## src/rtl/multiword_add_seq.sv

```systemverilog
`default_nettype none
// ----------------------------------------------------------------------------
// multiword_add_seq : W = N*WORDS bit adder on one shared N-bit slice
//   processing one word per clock, LS word first.    Rev 1.0
// ----------------------------------------------------------------------------
module multiword_add_seq #(
  parameter int N     = 8,
  parameter int WORDS = 4
) (
  input  logic                 clk,
  input  logic                 rst_n,
  input  logic                 in_valid,
  output logic                 in_ready,
  input  logic [N*WORDS-1:0]   a,
  input  logic [N*WORDS-1:0]   b,
  input  logic                 cin,
  output logic                 out_valid,
  input  logic                 out_ready,
  output logic [N*WORDS-1:0]   sum,
  output logic                 cout,
  output logic                 busy
);

  localparam int W     = N * WORDS;
  localparam int IDX_W = (WORDS > 1) ? $clog2(WORDS) : 1;
  localparam logic [IDX_W-1:0] LAST_IDX = IDX_W'(WORDS - 1);

  typedef enum logic [1:0] {
    IDLE = 2'd0,
    RUN  = 2'd1,
    DONE = 2'd2
  } state_t;

  state_t             state_q, state_d;
  logic [IDX_W-1:0]   idx_q, idx_d;
  logic               carry_q, carry_d;
  logic [W-1:0]       op_a_q, op_a_d;
  logic [W-1:0]       op_b_q, op_b_d;
  logic [W-1:0]       sum_q, sum_d;
  logic               cout_q, cout_d;
  logic               out_valid_q, out_valid_d;
  logic [N:0]         slice_sum;

  // Full N+1-bit result so the slice carry is never truncated
  assign slice_sum = {1'b0, op_a_q[idx_q*N +: N]}
                   + {1'b0, op_b_q[idx_q*N +: N]}
                   + {{N{1'b0}}, carry_q};

  always_comb begin
    state_d     = state_q;
    idx_d       = idx_q;
    carry_d     = carry_q;
    op_a_d      = op_a_q;
    op_b_d      = op_b_q;
    sum_d       = sum_q;
    cout_d      = cout_q;
    out_valid_d = out_valid_q;

    case (state_q)
      IDLE: begin
        if (in_valid) begin
          op_a_d  = a;
          op_b_d  = b;
          carry_d = cin;
          idx_d   = '0;
          sum_d   = '0;
          state_d = RUN;
        end
      end
      RUN: begin
        sum_d[idx_q*N +: N] = slice_sum[N-1:0];
        carry_d             = slice_sum[N];
        if (idx_q == LAST_IDX) begin
          // Top-word carry leaves via cout only; it never wraps into word 0
          cout_d      = slice_sum[N];
          out_valid_d = 1'b1;
          idx_d       = '0;
          state_d     = DONE;
        end else begin
          idx_d = idx_q + 1'b1;
        end
      end
      DONE: begin
        if (out_ready) begin
          out_valid_d = 1'b0;
          state_d     = IDLE;
        end
      end
      default: begin
        state_d = IDLE;
      end
    endcase
  end

  always_ff @(posedge clk or negedge rst_n) begin
    if (!rst_n) begin
      state_q     <= IDLE;
      idx_q       <= '0;
      carry_q     <= 1'b0;
      op_a_q      <= '0;
      op_b_q      <= '0;
      sum_q       <= '0;
      cout_q      <= 1'b0;
      out_valid_q <= 1'b0;
    end else begin
      state_q     <= state_d;
      idx_q       <= idx_d;
      carry_q     <= carry_d;
      op_a_q      <= op_a_d;
      op_b_q      <= op_b_d;
      sum_q       <= sum_d;
      cout_q      <= cout_d;
      out_valid_q <= out_valid_d;
    end
  end

  assign in_ready  = (state_q == IDLE);
  assign busy      = (state_q != IDLE);
  assign sum       = sum_q;
  assign cout      = cout_q;
  assign out_valid = out_valid_q;

endmodule
`default_nettype wire

```

## config.mk

```make
export PLATFORM = sky130hd
export DESIGN_NAME = multiword_add_seq
export DESIGN_NICKNAME = d
export VERILOG_FILES = /design/src/rtl/multiword_add_seq.sv
export SDC_FILE = /design/constraint.sdc
export NUM_CORES = 1
export LEC_CHECK = 0
export CORE_MARGIN = 5
export CORE_UTILIZATION = 54
export CTS_CLUSTER_DIAMETER = 30
export DETAILED_ROUTE_END_ITERATION = 16
export PLACE_DENSITY = 0.94
export SETUP_SLACK_MARGIN = 0.5
export SYNTH_ARGS = -nofsm -noshare
export SYNTH_HDL_FRONTEND = slang
export SYNTH_SLANG_ARGS = --single-unit
```

## constraint.sdc

```tcl
create_clock -name clk -period 4.3 [get_ports clk]
set_input_delay 0.86 -clock clk [delete_from_list [all_inputs] [get_ports clk]]
set_output_delay 0.86 -clock clk [all_outputs]
set_load 0.05 [all_outputs]
```

==> metrics.txt <==
area grow syn2layout=29.4%; Cell Rows=34; crit path DAT=3600 ps; Post-CTS Setup Inserts=0; WL/cell=17.8 microns; drt first-iter violations=202; Hold Path Class=flop to flop; RSZ-0062 raised after global routing=false; via count=3731; antenna fix cells=0; htree depth=3; I/O Buffers=104; Util after Layout=70.6%; Setup-failing EPs final=0; Die Width=103 microns; Setup Crit Path Kind=flop to flop; metal1 wirelength=4.82 mm; worst relative slew slack=39.0%; post-CTS sizing=0; Worst-path clk slew=100 ps; clock sink total=103; Peak VDD IR=0.372 mV; DP Cell Count=649; Die ar.=10700 sq um; critical path data required time=4560 ps; routability cong.=0.867; Max-Cap Viols=0; Clock Skews=11.3 ps; CTS Root Cell=clkbuf_8; count of final max-slew check failures=0; nets@finish=634; crit path max-delay cell type=dfrtp_1; gr ovfl total=0; Synth Cell Area=4690 sq um; post-synthesis async set-or-reset flop share=100%; share of layout cells above drive strength 1=9.34%; Met2 Routed Length=5.64 mm; hold_buf cts=0; Detail Route Antenna Nets=0; #FFs+latches synth=103; CP endpoint kind=flop; period utilisation layout=77.7%; DP Area=5800 sq um; Fill cells=578; Initial Util=54.6%; PwrDens=893 nW/um^2; HPWL after DPL=8.79 mm; Via density=5.61; clock tree buffer depth=2; minimum clock period=3340 ps; outcome=complete, no violations; cell mode on critical path=fa_1; largest net degree at the start of global routing=76; design area=6070 sq um; Die Span Y=103 microns; global-route wire length before repair=19.5 mm; Synth Flop Type=dfrtp_1; initial antenna violation count=0; Post-Layout Cell Count=665; DR WL met3=996 microns; Synth Instances=452; residual DRC count=0; TritonCTS clock tree=built; Slew @ Worst Pin=916 ps; syn_area_per_cell=10.4 sq um; leakage=2.88 nW; Worst Slack Setup Final=958 ps; sequential area share after synthesis=54.9%; CTS Buf Count=9; Max Clock Freq=0.299 GHz; Core Area=8590 sq um; leading cell type in the layout, fill and taps excluded=nand2_1; final hold vios=0; synth unique cells=35; Placement Setup Slack=1020 ps; io pins=105; cells along the critical path=mux4_2, fa_1, inv_1, fa_1, nand2b_1, a21oi_1, a211oi_1, o21ai_0, a221o_1; worst reg-to-reg setup slack=960 ps; setup TNS=0 ps; Detailed Routing Iterations Pass 1=5; syn_nets=534; YS warnings=0; clk_lat worst skew=380 ps; CP startpoint kind=flop; GRT Resource Usage Total=24.3%; Highest Signal Layer=met4; number of global-route vias before repair=3856; number of synthesized flops with an enable pin=0; routed wire length=11.9 mm; CP Max Fanout=8; commonest cells after routing, fill and taps aside=nand2_1, dfrtp_1, clkdlybuf4s50_1, a22o_1, mux4_2; max incr delay on CP=640 ps
[kinds of logic (layout without fill, tap and decap cells)]
family          Yosys count  count (layout)  synth area share [%]
buf+inv                  31             136                  3.15
fa+ha+maj                13              13                  3.79
xor+xnor                  6               6                  1.12
compound gates           57              57                  9.15
flops                   103             103                  54.9
simple gates            224             224                  19.7
mux                      18              18                  8.16
[critical path: cells and delay by family, from the launching register on]
kind	cells	cell delay, ps
AO/OA/AOI/OAI	4	1040
adder cells (fa/ha/maj)	2	690
flip-flops	1	640
multiplexers	1	580
AND/OR/NAND/NOR	1	160
buffers and inverters	1	100
[worst paths after layout]
path | to | cells after the start | from
max | carry_q$_DFFE_PN0P_ | 9 | idx_q[0]$_DFFE_PN0P_
min | op_b_q[17]$_DFFE_PN0P_ | 2 | op_b_q[17]$_DFFE_PN0P_
max reg2reg | carry_q$_DFFE_PN0P_ | 9 | idx_q[0]$_DFFE_PN0P_
min reg2reg | op_b_q[17]$_DFFE_PN0P_ | 2 | op_b_q[17]$_DFFE_PN0P_
max in group asynchronous | op_a_q[20]$_DFFE_PN0P_ | 2 | rst_n
min in group asynchronous | sum[16]$_DFFE_PN0P_ | 1 | rst_n
[area by class of cell]
cell class,count,area [sq um],share of cell area (%)
inverter,11,41.3,0.680
multi-input combinational,318,1970,32.5
sequential,103,2580,42.5
clock buffer,11,141,2.33
clock inverter,5,129,2.12
timing repair buffer,109,1080,17.7
tap,108,135,2.23
[Yosys cell counts, drive strengths merged, types with 5 or more instances]
library cell | count | area (sq um)
a22o | 28 | 245
dfrtp | 103 | 2580
nand2 | 209 | 787
clkbuf | 5 | 18.8
buf | 15 | 87.6
xnor2 | 6 | 52.6
ha | 11 | 138
nor2 | 5 | 21.3
o21ai | 8 | 40.0
mux4 | 16 | 360
a21oi | 11 | 66.3
inv | 11 | 41.3
[routing by layer]
metal,up-vias,GRT usage (%)
li1,1704,-
met1,1798,32.9
met2,192,38.4
met3,37,5.16
met4,0,10.7
met5,-,0
[registers in the layout, indices dropped and copies added (netlist names)]
register   flops
op_a_q        32
op_b_q        32
sum           32
idx_q          2
state_q        2
carry_q        1
cout           1
out_valid      1
[power breakdown]
group	switching [W]	leakage [nW]	total, W	internal (W)
clock	0.000328	0.134	0.000791	0.000463
combinational	0.00183	1.43	0.00296	0.00113
sequential	0.000291	1.33	0.00167	0.00138
[metrics by stage]
step	total power, W	hold slack, ps
after floorplan	0.00374	440
after global placement	0.00441	455
after detailed placement	0.00459	462
after CTS	0.00541	486
after global routing	0.00577	494
final	0.00542	485
Note: power is estimated with default switching activity, not from simulation.
